--- config.mk ---
export PLATFORM = sky130hd
export DESIGN_NAME = axi_lite_to_apb_bridge
export DESIGN_NICKNAME = d
export VERILOG_FILES = /design/src/rtl/axi_lite_apb_pkg.sv /design/src/rtl/axi_lite_req_latch.sv /design/src/rtl/axi_lite_to_apb_bridge.sv
export SDC_FILE = /design/constraint.sdc
export NUM_CORES = 1
export LEC_CHECK = 0
export CORE_ASPECT_RATIO = 0.75
export CORE_UTILIZATION = 45
export DETAILED_ROUTE_END_ITERATION = 6
export PLACE_DENSITY_LB_ADDON = 0.25
export SYNTH_ARGS = -nofsm -noshare
export SYNTH_HDL_FRONTEND = slang
export SYNTH_HIERARCHICAL = 1
export SYNTH_SLANG_ARGS = --single-unit
--- constraint.sdc ---
create_clock -name axi_clk -period 8.66 [get_ports axi_clk]
set_clock_uncertainty 0.05 [all_clocks]
set_input_delay 0.866 -clock axi_clk [delete_from_list [all_inputs] [get_ports axi_clk]]
set_output_delay 0.866 -clock axi_clk [all_outputs]
set_load 0.02 [all_outputs]
--- src/rtl/axi_lite_apb_pkg.sv ---
// Shared types and constants for the AXI-Lite to APB bridge.
// Holds FSM states, response codes and default widths.
package axi_lite_apb_pkg;

  localparam int DEF_ADDR_W = 32;
  localparam int DEF_DATA_W = 32;

  localparam logic [1:0] RESP_OKAY   = 2'b00;
  localparam logic [1:0] RESP_SLVERR = 2'b10;

  typedef enum logic [1:0] {
    IDLE   = 2'd0,
    SETUP  = 2'd1,
    ACCESS = 2'd2,
    RESP   = 2'd3
  } apb_state_e;

endpackage

--- src/rtl/axi_lite_req_latch.sv ---
// One-entry valid/ready holding register for a single AXI-Lite beat.
// Presents the incoming beat as a bypass so the FSM can start the same cycle.
module axi_lite_req_latch
  import axi_lite_apb_pkg::*;
#(
  parameter int W = DEF_ADDR_W
) (
  input  logic         clk,
  input  logic         rst,
  input  logic         valid,
  output logic         ready,
  input  logic [W-1:0] d,
  input  logic         stall,
  input  logic         pop,
  output logic         avail,
  output logic [W-1:0] data
);

  logic         full;
  logic [W-1:0] hold;

  assign ready = !full && !stall && !rst;
  assign avail = full || (valid && ready);
  assign data  = full ? hold : d;

  // pop only happens while full, so it never collides with a capture
  always_ff @(posedge clk or posedge rst) begin
    if (rst) begin
      full <= 1'b0;
      hold <= '0;
    end else begin
      if (pop) begin
        full <= 1'b0;
      end
      if (valid && ready) begin
        full <= 1'b1;
        hold <= d;
      end
    end
  end

endmodule

--- src/rtl/axi_lite_to_apb_bridge.sv ---
// AXI-Lite slave to APB master bridge, one APB transfer at a time.
// Reads and writes alternate when both are pending; read wins after reset.
module axi_lite_to_apb_bridge
  import axi_lite_apb_pkg::*;
#(
  parameter int ADDR_W = DEF_ADDR_W,
  parameter int DATA_W = DEF_DATA_W
) (
  input  logic                axi_clk,
  input  logic                sys_areset,
  input  logic [ADDR_W-1:0]   s_awaddr,
  input  logic                s_awvalid,
  output logic                s_awready,
  input  logic [DATA_W-1:0]   s_wdata,
  input  logic [DATA_W/8-1:0] s_wstrb,
  input  logic                s_wvalid,
  output logic                s_wready,
  output logic [1:0]          s_bresp,
  output logic                s_bvalid,
  input  logic                s_bready,
  input  logic [ADDR_W-1:0]   s_araddr,
  input  logic                s_arvalid,
  output logic                s_arready,
  output logic [DATA_W-1:0]   s_rdata,
  output logic [1:0]          s_rresp,
  output logic                s_rvalid,
  input  logic                s_rready,
  output logic                m_psel,
  output logic                m_penable,
  output logic                m_pwrite,
  output logic [ADDR_W-1:0]   m_paddr,
  output logic [DATA_W-1:0]   m_pwdata,
  output logic [DATA_W/8-1:0] m_pstrb,
  input  logic                m_pready,
  input  logic [DATA_W-1:0]   m_prdata,
  input  logic                m_pslverr
);

  localparam int STRB_W = DATA_W / 8;
  localparam int WB_W   = DATA_W + STRB_W;

  apb_state_e state;
  logic       last_wr;
  logic       cur_wr;

  logic              aw_av;
  logic              w_av;
  logic              ar_av;
  logic [ADDR_W-1:0] aw_addr;
  logic [ADDR_W-1:0] ar_addr;
  logic [WB_W-1:0]   w_beat;
  logic [DATA_W-1:0] w_data;
  logic [STRB_W-1:0] w_strb;

  logic done;
  logic pop_wr;
  logic pop_rd;
  logic wr_pend;
  logic rd_pend;
  logic grant_rd;
  logic grant_wr;

  assign w_data = w_beat[DATA_W-1:0];
  assign w_strb = w_beat[WB_W-1:DATA_W];

  assign done   = (state == ACCESS) && m_pready;
  assign pop_wr = done && cur_wr;
  assign pop_rd = done && !cur_wr;

  assign wr_pend  = aw_av && w_av;
  assign rd_pend  = ar_av;
  assign grant_rd = rd_pend && (!wr_pend || last_wr);
  assign grant_wr = wr_pend && !grant_rd;

  axi_lite_req_latch #(.W(ADDR_W)) u_aw (
    .clk   (axi_clk),
    .rst   (sys_areset),
    .valid (s_awvalid),
    .ready (s_awready),
    .d     (s_awaddr),
    .stall (1'b0),
    .pop   (pop_wr),
    .avail (aw_av),
    .data  (aw_addr)
  );

  axi_lite_req_latch #(.W(WB_W)) u_w (
    .clk   (axi_clk),
    .rst   (sys_areset),
    .valid (s_wvalid),
    .ready (s_wready),
    .d     ({s_wstrb, s_wdata}),
    .stall (1'b0),
    .pop   (pop_wr),
    .avail (w_av),
    .data  (w_beat)
  );

  // a pending read response blocks new AR beats
  axi_lite_req_latch #(.W(ADDR_W)) u_ar (
    .clk   (axi_clk),
    .rst   (sys_areset),
    .valid (s_arvalid),
    .ready (s_arready),
    .d     (s_araddr),
    .stall (s_rvalid),
    .pop   (pop_rd),
    .avail (ar_av),
    .data  (ar_addr)
  );

  always_ff @(posedge axi_clk or posedge sys_areset) begin
    if (sys_areset) begin
      state     <= IDLE;
      last_wr   <= 1'b1;
      cur_wr    <= 1'b0;
      m_psel    <= 1'b0;
      m_penable <= 1'b0;
      m_pwrite  <= 1'b0;
      m_paddr   <= '0;
      m_pwdata  <= '0;
      m_pstrb   <= '0;
      s_bvalid  <= 1'b0;
      s_bresp   <= RESP_OKAY;
      s_rvalid  <= 1'b0;
      s_rresp   <= RESP_OKAY;
      s_rdata   <= '0;
    end else begin
      unique case (state)
        IDLE: begin
          if (grant_rd || grant_wr) begin
            state     <= SETUP;
            cur_wr    <= grant_wr;
            last_wr   <= grant_wr;
            m_psel    <= 1'b1;
            m_penable <= 1'b0;
            m_pwrite  <= grant_wr;
            m_paddr   <= grant_wr ? aw_addr : ar_addr;
            m_pwdata  <= grant_wr ? w_data : '0;
            m_pstrb   <= grant_wr ? w_strb : '0;
          end
        end
        SETUP: begin
          state     <= ACCESS;
          m_penable <= 1'b1;
        end
        ACCESS: begin
          if (m_pready) begin
            state     <= RESP;
            m_psel    <= 1'b0;
            m_penable <= 1'b0;
            if (cur_wr) begin
              s_bvalid <= 1'b1;
              s_bresp  <= m_pslverr ? RESP_SLVERR : RESP_OKAY;
            end else begin
              s_rvalid <= 1'b1;
              s_rdata  <= m_prdata;
              s_rresp  <= m_pslverr ? RESP_SLVERR : RESP_OKAY;
            end
          end
        end
        RESP: begin
          if ((s_bvalid && s_bready) || (s_rvalid && s_rready)) begin
            state    <= IDLE;
            s_bvalid <= 1'b0;
            s_rvalid <= 1'b0;
          end
        end
        default: state <= IDLE;
      endcase
    end
  end

endmodule

Word-level counts from Yosys, hierarchy flattened
Cells that the tools add are included.

Flip-flop bits (word level): 215. Bits in latches: 0. Memory bits (writable): 0. Memory bits (read-only): 0. Input port bits: 141. Logic and storage cells: 100. Memories: 0.

Add/sub/neg operators: 0. Multiply operators: 0. Divide/modulo/power cells: 0. $lt $le $gt $ge: 0. Equality and inequality tests: 8. Shift operators: 0. Mux-type cells: 28. Bitwise operators: 1. Reductions and logical operators: 44.

Operators by type and width (count): $mux W32 (4); $mux W36 (1); $logic_and A1 B1 Y1 (15); $reduce_and A3 Y1 (5); $mux W1 (13); $ne A2 B2 Y1 const B (5); $reduce_bool A2 Y1 (5); $logic_not A1 Y1 (8); $mux W2 (4); $pmux W2 S4 (1); $reduce_and A4 Y1 (2); $logic_or A1 B1 Y1 (6); $pmux W1 S2 (3); $eq A2 B2 Y1 const B (2); $mux W4 (1); $pmux W1 S3 (1); $reduce_bool A3 Y1 (1); $eq A2 B1 Y1 const B (1); $logic_not A2 Y1 (1); $reduce_and A2 Y1 (1); $not A1 Y1 (1).

Depth between registers and ports, before layout
Depth in word-level cells: 13. Mapped depth: 9. Mapped depth without buffers: 6.

Hierarchy
The synthesis kept the hierarchy.

Modules (own cells, without submodules): axi_lite_to_apb_bridge (instances 1, cells each 487, area each 4692.0 µm², seq. area each 2753.9 µm²); axi_lite_req_latch (u_ar ...) (instances 2, cells each 111, area each 1660.3 µm², seq. area each 825.8 µm²); axi_lite_req_latch (u_w) (instances 1, cells each 124, area each 1844.3 µm², seq. area each 925.9 µm²).

Worst setup path after synthesis
OpenSTA, ideal clock, no wires.

Kind: input to output. Start: in sys_areset. End: out s_arready. Arrival time: 1321 ps. Data required time: 7744 ps. Path slack: 6423 ps. Stages: 1. Cell sequence: nor3_1.

Word-level cells in the longest chain between the ends: 2.

RTL lines: start, declared (RTL line axi_lite_to_apb_bridge.sv:10) `input logic sys_areset,`; $logic_not A1 Y1 (no line); $logic_and A1 B1 Y1 (RTL line axi_lite_req_latch.sv:22) `assign ready = !full && !stall && !rst;`; end, declared (RTL line axi_lite_to_apb_bridge.sv:23) `output logic s_arready,`.

Every way passes these cells.

Final worst setup path
Ends and elaborated chain as after synthesis.

==> metrics.yaml <==
drv_cap: 0
hold_class: "reg -> reg"
met2_usage_pct: 36.4
clock-sinks: 213
post-dp-hpwl_um: 15700
synthFlopType: "dfrtp_1"
crit_path_max_incr_delay_ps: 770
drt-wirelength-per-cell_um: 17.5
cts_tree: "yes"
cts_made_buffers: 22
drc: 0
synth_adder_area_share_pct: 0.508
grt_pass1_wl_um: 39100
critPathMaxFanout: 13
setup_ws_ps: 4960
ff2ff_setup_slack_ps: 5600
layout-drive-gt1-share_pct: 20.1
cts-hold-fix-buffers: 0
synth_top_family_by_area: "multiplexers"
avgSynthCellArea_um2: 11.8
cts_resized: 0
nFillCells: 1733
arrival_ps: 2780
path_cells: "clkdlybuf4s50_1 > nor3_1 > clkdlybuf4s50_1"
pwr-share-comb_pct: 45.1
synth-compound-area-share_pct: 3.10
cts-root-buf: "clkbuf_16"
std_cell_rows: 46
min_period_ps: 3700
max_clock_freq_ghz: 0.270
multi_input_area_um2: 4120
nNetsFinal: 1217
path_class: "in -> out"
ios: 253
first_iter_violations: 346
switching_power_mw: 1.76
use_met3_pct: 4.34
routed_wl_um: 24000
tightestPinTransition_ps: 1120
synth-edff-count: 0
p_leak_nw: 5.90
seq_area_frac_synth_pct: 54.1
syn_inst: 833
internal_power_mw: 3.12
dp_slack_ps: 4750
required_ps: 7740
layout_commonest_cell: "clkdlybuf4s50_1"
grt.met1_usage_pct: 29.4
period_share_pct: 42.7
top_usage_layer: "met2"
synth-simple-area-share_pct: 11.3
grt_max_degree: 104
min_to: "m_pwdata[28]$_DFFE_PP0P_"
hold_depth: 2
report.final.slew_viol_count: 0
clk_pin_slew_ps: 60
area_growth_pct: 33.2
synth_xor_area_share_pct: 0
endpoint_kind: "primary output"
r2r-start: "u_w/full$_DFFE_PP0P_"
whs_ps: 413
async_flop_share_pct: 100
sw_frac_of_total_pct: 36.1
core_um2: 21300
grt_pass1_vias: 7287
finalSetupTns_ps: 0
max-vdd-ir-drop_v: 0.000171
cts_max_path_buffers: 3
drtAntennaViolNets: 0
routed_via_density: 5.06
power_density_nw_per_um2: 372
rsz0062_at_grt: "no"
fp.dieArea_um2: 22500
finalPower_mw: 4.89
place.gp.congestion: 0.792
firstDrtPassIters: 6
crit_top_cell: "clkdlybuf4s50_1"
die_w_um: 173
reg2reg_to: "m_paddr[22]$_DFFE_PP0P_"
slowest_stage: "clkdlybuf4s50_1"
antenna_found_initial: 1
design_area_um2: 13100
hold_violations: 0
htree_levels: 1
die_h_um: 130
slew_headroom_pct: 25.0
status: "finished clean"
muxShareOfSynthArea_pct: 26.4
yosysUniqueCellTypes: 39
vias: 6952
syn_area_um2: 9860
min_from: "m_pwdata[28]$_DFFE_PP0P_"
regArea_um2: 5330
reg2reg_depth: 6
cp_num_buf_inv: 2
p_clk_share_pct: 18.5
clk-insertion-delay-late_ps: 490
crit_path_start_kind: "input pin"
synth_seq_cells: 213
finalSetupViolCount: 0
crit_family: "buffers and inverters"
post-cts-setup-buffer-count: 0
synth-warning-count: 6
final_cell_mix: "250 x clkdlybuf4s50_1, 214 x nand2_1, 211 x dfrtp_1, 166 x mux2_2, 37 x mux2_1"
share_seq_of_total_power_pct: 36.3
portBuffers: 250
initial_utilization_pct: 46.3
grt_use_total_pct: 21.8
place_area_um2: 12400
grt.overflow.total: 0
registers in the layout (all words and copies together), names as in the netlist, 2 cells and up:
name and flops:
s_rdata 32, u_aw/hold 32, state 2, u_ar/hold 32, u_w/hold 36, m_pstrb 4
m_paddr 32, m_pwdata 32
power groups by stage:
stage / Clock, mW / Sequential (mW) / Combinational [mW]
floorplan: 0 / 1.95 / 1.29
global placement: 0 / 1.77 / 2.18
detailed placement: 0 / 1.78 / 2.23
CTS: 0.929 / 1.78 / 2.23
global route: 0.970 / 1.84 / 2.40
finish: 0.906 / 1.77 / 2.21
routing by layer:
layer	vias to the layer above	part of all wire [%]
li1	3301	-
met1	3418	46
met2	196	46
met3	37	4.9
met4	0	2.4
met5	-	0
cell families (layout without fill, tap and decap cells):
logic type | Yosys count | in the layout
simple gates | 264 | 264
mux | 235 | 235
buf+inv | 65 | 311
compound gates | 51 | 51
other cells | 1 | 9
fa+ha+maj | 4 | 4
flops | 213 | 213
synth_stat cells (4+ instances only):
master | n | area [µm²]
mux2i_1 | 32 | 320
buf_4 | 9 | 67.6
a21o_1 | 6 | 45.0
mux2_2 | 166 | 1870
dfrtp_1 | 212 | 5310
inv_1 | 11 | 41.3
nand3_1 | 36 | 180
ha_1 | 4 | 50.1
buf_6 | 17 | 191
buf_2 | 15 | 75.1
clkbuf_1 | 4 | 15.0
nand2_1 | 214 | 803
mux2_1 | 37 | 417
o21ai_1 | 32 | 160
worst max path at each step:
stage	startpoint	end	slack, ps	depth (start not counted)
floorplan	sys_areset	cur_wr$_DFFE_PP0P_	4840	1
global placement	sys_areset	m_psel$_DFFE_PP0P_	4830	7
detailed placement	sys_areset	m_paddr[2]$_DFFE_PP0P_	4750	7
CTS	sys_areset	s_arready	4980	3
global route	sys_areset	s_arready	4910	3
finish	sys_areset	s_arready	4960	3
metrics by stage:
stage / utilization (%) / std cells
2_1_floorplan: - / 840
6_report: 61.7 / 1375
5_1_grt: 61.7 / 1375
3_3_place_gp: 58.4 / 1336
4_1_cts: 61.7 / 1374
3_5_place_dp: 58.4 / 1336
tightest hold or removal path, stage by stage (launching register included):
cell and delay (ps):
dfrtp_1 340, nand2_1 50, nand2_1 50
area by class of cell:
type | count | share of cell area, %
sequential | 213 | 40.6
multi-input combinational | 562 | 31.4
timing repair buffer | 261 | 19.7
clock buffer | 36 | 5.14
tap | 288 | 2.74
inverter | 12 | 0.362
clock inverter | 2 | 0.0762
antenna | 1 | 0.0191
Power figures use the tool's default switching activity.
